==> config.mk <==
export PLATFORM = sky130hd
export DESIGN_NAME = sc_lane_shifter
export DESIGN_NICKNAME = d
export VERILOG_FILES = /design/src/rtl/sc_lane_shifter.sv
export SDC_FILE = /design/constraint.sdc
export NUM_CORES = 1
export LEC_CHECK = 0
export CAP_MARGIN = 30
export CORE_MARGIN = 1
export CORE_UTILIZATION = 40
export CTS_BUF_LIST = sky130_fd_sc_hd__clkbuf_2
export DETAILED_ROUTE_END_ITERATION = 8
export SLEW_MARGIN = 5
export SYNTH_ARGS = -nofsm -noshare
export SYNTH_HDL_FRONTEND = slang
export SYNTH_SLANG_ARGS = --single-unit
==> constraint.sdc <==
create_clock -name SC_STATEMACHINE_NVE_CLOCK_50 -period 2.4 [get_ports SC_STATEMACHINE_NVE_CLOCK_50]
set_input_delay 0.48 -clock SC_STATEMACHINE_NVE_CLOCK_50 [delete_from_list [all_inputs] [get_ports SC_STATEMACHINE_NVE_CLOCK_50]]
set_output_delay 0.48 -clock SC_STATEMACHINE_NVE_CLOCK_50 [all_outputs]
set_load 0.02 [all_outputs]
==> src/rtl/sc_lane_shifter.sv <==
// Lane pattern rotator for the road/river lanes: loads a pattern, rotates it at
// one of three speeds, and flags a sticky collision with the frog.
module sc_lane_shifter #(
  parameter int unsigned DATAWIDTH_BUS = 8,
  parameter int unsigned DIR           = 0,
  parameter int unsigned TICK_BASE     = 2500000,
  parameter int unsigned CNTW          = 24
) (
  input  logic                     SC_STATEMACHINE_NVE_CLOCK_50,
  input  logic                     SC_STATEMACHINE_NVE_RESET,
  input  logic                     LANE_LOAD_SHIFT_IN,
  input  logic [DATAWIDTH_BUS-1:0] LANE_DATA_IN,
  input  logic [1:0]               LANE_VEL_SELECT_IN,
  input  logic [DATAWIDTH_BUS-1:0] LANE_FROG_POS_IN,
  input  logic                     LANE_FROG_HERE_IN,
  output logic [DATAWIDTH_BUS-1:0] LANE_DATA_OUT,
  output logic                     LANE_TICK_OUT,
  output logic                     LANE_COLLISION_OUT
);

  typedef enum logic [1:0] {
    SPD_STOP = 2'b00,
    SPD_SLOW = 2'b01,
    SPD_MED  = 2'b10,
    SPD_FAST = 2'b11
  } speed_t;

  localparam logic [CNTW-1:0] P_SLOW_M1 = CNTW'(4 * TICK_BASE - 1);
  localparam logic [CNTW-1:0] P_MED_M1  = CNTW'(2 * TICK_BASE - 1);
  localparam logic [CNTW-1:0] P_FAST_M1 = CNTW'(TICK_BASE - 1);

  logic [DATAWIDTH_BUS-1:0] r_data;
  logic [CNTW-1:0]          r_cnt;
  logic                     r_tick;
  logic                     r_coll;

  speed_t                   w_speed;
  logic [CNTW-1:0]          w_period_m1;
  logic [DATAWIDTH_BUS-1:0] w_rotated;
  logic                     w_hit;

  assign w_speed = speed_t'(LANE_VEL_SELECT_IN);

  always_comb begin
    w_period_m1 = '0;
    unique case (w_speed)
      SPD_SLOW: w_period_m1 = P_SLOW_M1;
      SPD_MED:  w_period_m1 = P_MED_M1;
      SPD_FAST: w_period_m1 = P_FAST_M1;
      default:  w_period_m1 = '0;
    endcase
  end

  // DIR=0 moves bits toward the MSB with the MSB wrapping to bit 0; DIR=1 the reverse.
  generate
    if (DIR == 0) begin : g_rot_left
      assign w_rotated = {r_data[DATAWIDTH_BUS-2:0], r_data[DATAWIDTH_BUS-1]};
    end else begin : g_rot_right
      assign w_rotated = {r_data[0], r_data[DATAWIDTH_BUS-1:1]};
    end
  endgenerate

  assign w_hit = LANE_FROG_HERE_IN && (|(r_data & LANE_FROG_POS_IN));

  always_ff @(posedge SC_STATEMACHINE_NVE_CLOCK_50 or posedge SC_STATEMACHINE_NVE_RESET) begin
    if (SC_STATEMACHINE_NVE_RESET) begin
      r_data <= '0;
      r_cnt  <= '0;
      r_tick <= 1'b0;
      r_coll <= 1'b0;
    end else if (LANE_LOAD_SHIFT_IN) begin
      r_data <= LANE_DATA_IN;
      r_cnt  <= '0;
      r_tick <= 1'b0;
      r_coll <= 1'b0;
    end else begin
      r_coll <= r_coll | w_hit;
      if (w_speed == SPD_STOP) begin
        r_cnt  <= '0;
        r_tick <= 1'b0;
      end else if (r_cnt >= w_period_m1) begin
        // >= so a switch to a faster speed mid-count rotates on the next edge.
        r_cnt  <= '0;
        r_data <= w_rotated;
        r_tick <= 1'b1;
      end else begin
        r_cnt  <= r_cnt + 1'b1;
        r_tick <= 1'b0;
      end
    end
  end

  assign LANE_DATA_OUT      = r_data;
  assign LANE_TICK_OUT      = r_tick;
  assign LANE_COLLISION_OUT = r_coll;

endmodule
# [Yosys cells after proc, flatten, opt, wreduce, memory -nomap -nowiden]
# Cells that the tools add are included.
[word_totals] wordCells=28 input_bits=22 register_bits=34 out_inout_bits=10
[op_classes] n_lt_le_gt_ge=1 eq_ne=4 n_addsub=1 n_reduce_logical=5 n_mux=11 bitwise=2
[ops] op="two-way mux 24 bit" count=3
[ops] op="one-hot mux 24 bit (3 select lines)" count=1
[ops] op="adder 24 x 1 -> 24 bit, second input constant" count=1
[ops] op="greater-or-equal comparator 24 bit" count=1
[ops] op="two-way mux 8 bit" count=3
[ops] op="AND 8 bit" count=1
[ops] op="OR reduction 8 bit" count=1
[ops] op="equality test 2 bit, second input constant" count=2
[ops] op="two-way mux 1 bit" count=4
[ops] op="equality test 2 x 1 -> 1 bit, second input constant" count=1
[ops] op="zero test 2 bit" count=1
[ops] op="!= test 2 bit, second input constant" count=1
[ops] op="AND reduction 2 bit" count=1
[ops] op="nonzero test 2 bit" count=1
[ops] op="logical AND 1 bit" count=1
[ops] op="bitwise OR 1 bit" count=1

# [Logic depth before layout (Yosys ltp)]
# Gate-level depths: netlist of run 1.
[depth] depth_word=6 ltp_mapped=12 mapped_depth_nobuf=11

# [Least setup slack after synthesis of run 1]
# Ideal clock, no wire load.
[synth_timing] kind="input-to-reg" startpoint="in LANE_VEL_SELECT_IN[0]" endpoint="reg r_data[0] (netlist: LANE_DATA_OUT[0])" stages=12 t_required_ns=2.272 t_arrival_ns=2.478 setup_time_ns=0.128 path_buffers=1 slack_ns=-0.206 cell_sequence="inv_1 > ha_1 > inv_1 > o21ai_0 > ha_1 > nand4b_4 > nor2_1 > a221o_1 > a41oi_2 > buf_6 > a31oi_1 > a21boi_0"
[synth_via] elab_chain_len=5 elab_cells_between_ends=9 cone_classes="order compare (1); eq/ne (4); mux (1); reduce/logical (3)"
[synth_lines] item="from (decl)" line="13" text="input logic [1:0] LANE_VEL_SELECT_IN,"
[synth_lines] item="equality test 2 bit or equality test 2 x 1 -> 1 bit (tied branches)" line="46" text="unique case (w_speed)"
[synth_lines] item="one-hot mux 24 bit (3 select lines)" line="46"
[synth_lines] item="greater-or-equal comparator 24 bit" line="81" text="end else if (r_cnt >= w_period_m1) begin"
[synth_lines] item="nonzero test 2 bit (no source line)"
[synth_lines] item="AND reduction 2 bit (no source line) (*)"
[synth_lines] item="to (signal assigned)" line="84" text="r_data <= w_rotated;"
[synth_lines] item="to (decl)" line="32" text="logic [DATAWIDTH_BUS-1:0] r_data;"
# Mark *: on every way between the ends. The rest lies on a longest branch, timed or not.
# A chain may end at the register's enable or synchronous reset.

# [Worst setup path in the final report of run 1]
[layout_timing] startpoint="in LANE_VEL_SELECT_IN[1]" endpoint="reg r_data[6] (netlist: LANE_DATA_OUT[6])"
# Same word-level chain as after synthesis.

==> flow_summary.toml, run 1 <==
[die]
floorplan.initialDensity = 0.417
dieHeight_um = 78.0
die-area_mm2 = 0.00609
coreArea_mm2 = 0.00554
io_pins = 32
fp-row-count = 27
die-width_um = 78.0

[global_route]
grt_antenna_before_repair = 0
track_usage = 0.210
grt_max_degree = 35
grt_pass1_vias = 2038
grt_pass1_wl_um = 9970
grt-ovfl-total = 0

[yosys]
synthesis.nets = 298
synth_top_area_cell = "dfrtp_1"
yosysTopAreaCellShare = 0.368
ys_ff_latch = 34
netlist_instances = 248
synth-seq-area-share = 0.368
syn_avg_cell_area_um2 = 9.32
synthesis.area_mm2 = 0.00231
ys_warn_count = 0
synth_area_leaders = "dfrtp_1 37%, ha_1 15%, nor2_1 7.5%, xor2_1 4.9%, xnor2_1 3.4%"
ys_types = 35

[timing]
hold_violations = 0
setup_viol = 0
min_period_ps = 2300
layout_worst_path_cycle_share = 0.958
finClkSkew_ps = 22.6
drv_slew = 0
slew_headroom = 0.693
tightestPinTransition_ps = 460
timing.hold.ws_ps = 465
grt_setup_unrepaired = "no"
max_freq_ghz = 0.435

[pwr]
p_clk_frac = 0.230
combPwrFrac = 0.250
ir_drop_mv = 0.192
leakage_nw = 1.33
power_frac_seq = 0.521
p_int_mw = 0.821
power.switching_mw = 0.372
power-per-cell-area_mw_per_mm2 = 396
finalPower_mw = 1.19
switching_share = 0.312

[clock_tree]
cts_sinks = 34
path_clk_slew_ps = 190
cts_buffers = 5
ctsHtreeMaxLevel = 2
ctsRootBufferMaster = "clkbuf_2"
tritoncts = "built"
clk_latency_ps = 390
cts_buffer_depth = 2

[placement]
place_congestion = 0.802
place_hpwl_um = 3920
port_buffers = 31

[finish]
final_common_cell = "nor2_1"
fillCellCount = 545
drive_gt1_frac = 0.188
syn_to_final_growth_pct = 30.3
mostFrequentLayoutCells = "46 x nor2_1, 34 x dfrtp_1, 29 x clkdlybuf4s50_1"
nets = 352
antenna_cells = 0

[drt]
first_pass_iters = 4
ant_nets = 0
drc_errors = 0
wl_per_cell_um = 14.9
drtIter0Drc = 82
drt-vias-per-instance = 5.26
finalWirelength_um = 5570
vias = 1972

[setup_path]
path_class = "input pin to flop"
critPathRequiredTime_ps = 2680
critPathMaxFanout = 5
cp-start-kind = "input pin"
cp-end-kind = "flop"
reg2regPathDepth = 9
crit_arrival_ps = 2580

[outcome]
outcome = "completed"

[run]
drv_cap = 0

[worst_hold_path]
hp-class = "input pin to asynchronous set/reset pin"
worst paths after layout:
| kind | from | to | slack (ps) |
|---|---|---|---|
| max | LANE_VEL_SELECT_IN[1] | LANE_DATA_OUT[6] | 100 |
| min | SC_STATEMACHINE_NVE_RESET | r_cnt[10] | 470 |
| max reg2reg | r_cnt[22] | LANE_DATA_OUT[6] | 120 |
| min reg2reg | LANE_COLLISION_OUT | LANE_COLLISION_OUT | 530 |
| max in group asynchronous | SC_STATEMACHINE_NVE_RESET | LANE_DATA_OUT[2] | 1600 |
| min in group SC_STATEMACHINE_NVE_CLOCK_50 | LANE_COLLISION_OUT | LANE_COLLISION_OUT | 530 |
cell families (layout without fill, tap and decap cells):
| kind of cell | after synthesis | in the layout | share of synthesized area |
|---|---|---|---|
| AND/OR/NAND/NOR | 94 | 94 | 0.209 |
| AO/OA/AOI/OAI | 52 | 52 | 0.148 |
| flip-flops | 34 | 34 | 0.368 |
| adder cells (fa/ha/maj) | 28 | 28 | 0.152 |
| XOR/XNOR | 22 | 22 | 0.0834 |
| buffers and inverters | 18 | 73 | 0.0401 |
synthesized netlist by cell type:
master     instances
a2111oi_0          1
a211oi_1           1
a21boi_0           8
a21o_1             2
a21oi_1           10
a221o_1            1
a22oi_1            4
a31oi_1            8
a41oi_2            1
and3_1             3
and4_1             5
buf_2              2
buf_6              3
clkbuf_1           1
dfrtp_1           34
ha_1              28
inv_1             12
nand2_1           13
nand2_4            1
nand2b_1           1
nand3_1            9
nand4_1            8
nand4_4            1
nand4b_4           1
nor2_1            46
nor2_2             2
nor3_1             2
nor4_2             1
o21a_1             1
o21ai_0            7
o21bai_1           1
o22ai_1            7
or3_1              1
xnor2_1            9
xor2_1            13
power by group through the flow:
stage                     registers (mW)  logic [mW]  clock network [mW]
after floorplan                    0.645       0.125                   0
after global placement             0.631       0.261                   0
after detailed placement           0.631       0.264                   0
after CTS                          0.621       0.289               0.284
after global routing               0.625       0.331               0.308
final                              0.621       0.298               0.274
sequential cells by signal, summed over array words and instances, names as in the netlist:
register and count:
LANE_COLLISION_OUT 1, r_cnt 24, LANE_DATA_OUT 8, LANE_TICK_OUT 1
layer usage:
metal	wire length, um	GRT usage	up-vias	part of all wire
met4	79	0.0667	0	0.014
met3	144	0.0384	9	0.026
met1	2630	0.269	931	0.47
met2	2720	0.359	36	0.49
met5	0	0	-	0
li1	-	-	996	-
repair_timing:
item,in CTS,in global routing
cloned,2,0
pin swaps,9,3
gates resized for setup,20,19
setup endpoints to repair,33,32
buffers inserted,3,1
hold buffers,0,0
metrics by stage:
step	instance area (um2)	instances	utilization	TNS, ps	setup slack, ps
floorplan	2330	248	-	0	22.6
global placement	2820	361	0.509	-22480	-750
detailed placement	2820	361	0.509	-23720	-809
CTS	2970	374	0.537	0	4.36
global route	3010	375	0.544	0	7.90
finish	3010	375	0.544	0	102
worst max-delay path, stage by stage:
cell and delay [ps]:
buf_4 130, inv_2 80, ha_2 170, inv_2 60, buf_4 140, ha_1 280
a21o_1 180, a211oi_1 220, o21ai_1 110, a41oi_2 220, buf_4 170, buf_6 120
a31oi_1 70, a21boi_2 150
layout make-up:
cell class | instances | area [um2] | area share
clock inverters | 2 | 8.76 | 0.00291
repair buffers | 53 | 510 | 0.170
well taps | 72 | 90.1 | 0.0299
flip-flops and latches | 34 | 851 | 0.283
clock buffers | 6 | 30.0 | 0.00997
inverters | 12 | 53.8 | 0.0179
multi-input cells | 196 | 1470 | 0.487
Note: power is estimated with default switching activity, not from simulation.
==> run 2, diff against run 1 <==
Settings changed: CORE_UTILIZATION 40 to 55, PLACE_DENSITY from default to 0.8, REMOVE_ABC_BUFFERS from default to 1.
==> run 2 against run 1 <==
  * Non-clock buffer count up 1
  * Core utilization up 23 points
  * Clock power is 5% lower
  * Count of clock-buffer cells in the layout decreased by 1
  * Hold slack got worse by 61 ps
  * Die area down 27%
  * First-iteration DRC count is 60% higher
  * Global-route usage rose by 6.9 points
  * Largest cell class unchanged
  * Largest power group unchanged
==> flow_summary.toml, run 2 (synthesis gave the netlist of run 1 again) <==
[timing]
layout_worst_path_cycle_share = 0.962
slew_headroom = 0.767
drv_slew = 0
tightestPinTransition_ps = 347
hold_violations = 0
setup_viol = 0
max_freq_ghz = 0.433
grt_setup_unrepaired = "no"
min_period_ps = 2310
tns_ps = 0
finClkSkew_ps = 17.3

[setup_path]
cp-endpoint = "LANE_DATA_OUT[6]"
crit_arrival_ps = 2590
critPathMaxStageDelay_ps = 390
critPathMaxFanout = 5
r2r_end = "LANE_DATA_OUT[6]"
cp-end-kind = "flop"
cp-start-kind = "input pin"
critPathRequiredTime_ps = 2680
path_class = "input pin to flop"
r2r_slack_ps = 120
reg2regPathDepth = 8
reg2reg_from = "r_cnt[20]"
critical_path.top_delay_family = "compound AO/OA/AOI/OAI gates"
worst-path-stages = 12
path_buf_inv = 3
path_cells = "clkbuf_2, buf_6, ha_4, o21ai_4, ha_4, nand4b_4, nor2_1, a221o_1, a41oi_4, buf_6, a31oi_4, a21boi_2"
slowest_stage = "a221o_1"
cp-startpoint = "LANE_VEL_SELECT_IN[1]"

[finish]
syn_to_final_growth_pct = 34.9
regMostFlops = "r_cnt"
fillCellCount = 258
nets = 353
largest_reg_flops = 24
mostFrequentLayoutCells = "46 x nor2_1, 34 x dfrtp_1, 29 x clkdlybuf4s50_1"
final_common_cell = "nor2_1"
antenna_cells = 0
drive_gt1_frac = 0.221
final_cell_area_mm2 = 0.00312

[global_route]
grt_pass1_wl_um = 9210
track_usage = 0.279
grt_max_degree = 25
grt-ovfl-total = 0
grt_pass1_vias = 1990
grt_antenna_before_repair = 0

[drt]
top_layer = "met4"
first_pass_iters = 4
drt-met1-wl_um = 2600
met2WireLength_um = 3350
drt-vias-per-instance = 5.89
ant_nets = 0
wl_per_cell_um = 18.1
finalWirelength_um = 6400
drtIter0Drc = 131
routed-wl-met3_um = 263
vias = 2078
drc_errors = 0

[die]
dieHeight_um = 66.8
io_pins = 32
fp-row-count = 23
coreArea_mm2 = 0.00403
floorplan.initialDensity = 0.574
die-area_mm2 = 0.00446
die-width_um = 66.8

[clock_tree]
tritoncts = "built"
cts_buffers = 5
cts_sinks = 34
path_clk_slew_ps = 180
postCtsHoldBufs = 0
cts_buffer_depth = 2
ctsRootBufferMaster = "clkbuf_2"
clk_latency_ps = 380
ctsHtreeMaxLevel = 2

[pwr]
leakage_nw = 1.35
p_clk_frac = 0.217
ir_drop_mv = 0.271
combPwrFrac = 0.266
power-per-cell-area_mw_per_mm2 = 385
switching_share = 0.317
p_int_mw = 0.820
power.switching_mw = 0.381
power_frac_seq = 0.517

[placement]
port_buffers = 31
place_hpwl_um = 4020
place_congestion = 0.768
dpl-instance-area_mm2 = 0.00280

[outcome]
outcome = "completed"

[worst_hold_path]
hp-class = "input pin to asynchronous set/reset pin"

[run]
drv_cap = 0
==> run 2: changes by cell type in the layout (fill, tap and decap cells not counted), moves of 2 or more <==
cell and change:
buf_6 +2, ha_1 -6, a21oi_2 +2, buf_4 -2, ha_2 -2, a21oi_1 -2
ha_4 +8, inv_4 -2
==> run 2: how the worst min path moves through the flow <==
stage,from,endpoint,slack [ps],depth (start not counted)
after global placement,LANE_COLLISION_OUT,LANE_COLLISION_OUT,490,2
after floorplan,r_cnt[0],r_cnt[0],470,1
after CTS,SC_STATEMACHINE_NVE_RESET,r_cnt[15],400,3
after detailed placement,LANE_COLLISION_OUT,LANE_COLLISION_OUT,500,2
after global routing,SC_STATEMACHINE_NVE_RESET,r_cnt[15],430,3
final,SC_STATEMACHINE_NVE_RESET,r_cnt[15],400,3
==> run 2: what timing repair did <==
item,CTS,global route
endpoints found under the setup margin,33,32
pin swaps,9,8
resized for setup,45,20
gates cloned,1,0
setup buffers,1,1
==> run 2: tightest hold or removal path, cell delays in order <==
cell and delay [ps]:
clkdlybuf4s50_1 400, inv_1 70, buf_4 240
==> run 2: power by group through the flow <==
stage          Sequential, mW  Clock, mW  Combinational [mW]
2_1_floorplan           0.645          0               0.110
3_3_place_gp            0.631          0               0.256
3_5_place_dp            0.631          0               0.263
4_1_cts                 0.620      0.260               0.292
5_1_grt                 0.624      0.286               0.346
6_report                0.621      0.260               0.319
==> run 2: routing by layer <==
layer,GRT usage,vias up
met5,0,-
met4,0.133,0
met3,0.0514,16
met2,0.452,58
met1,0.355,1010
li1,-,994
==> run 2: final cells by class <==
class                      count  area, um2  share of cell area
clock buffer                   5       25.0             0.00803
sequential                    34        851               0.273
inverter                      12       57.6              0.0185
multi-input combinational    196       1610               0.517
tap                           50       62.6              0.0201
timing repair buffer          54        500               0.161
clock inverter                 2       10.0             0.00321
==> run 2: stage by stage <==
stage	util	worst slack [ps]	cells	hold WS, ps	total power [mW]
after floorplan	-	-502	242	469	0.755
after global placement	0.695	-719	343	487	0.886
after detailed placement	0.695	-888	343	500	0.894
after CTS	0.749	30.9	352	402	1.17
after global routing	0.774	42.7	353	431	1.26
final	0.774	90.2	353	404	1.20
==> run 3, diff against run 2 <==
Settings changed: HOLD_SLACK_MARGIN from default to 0.06.
==> results of run 3 <==
No change in the layout: final DEF, timing and power equal those of run 2.
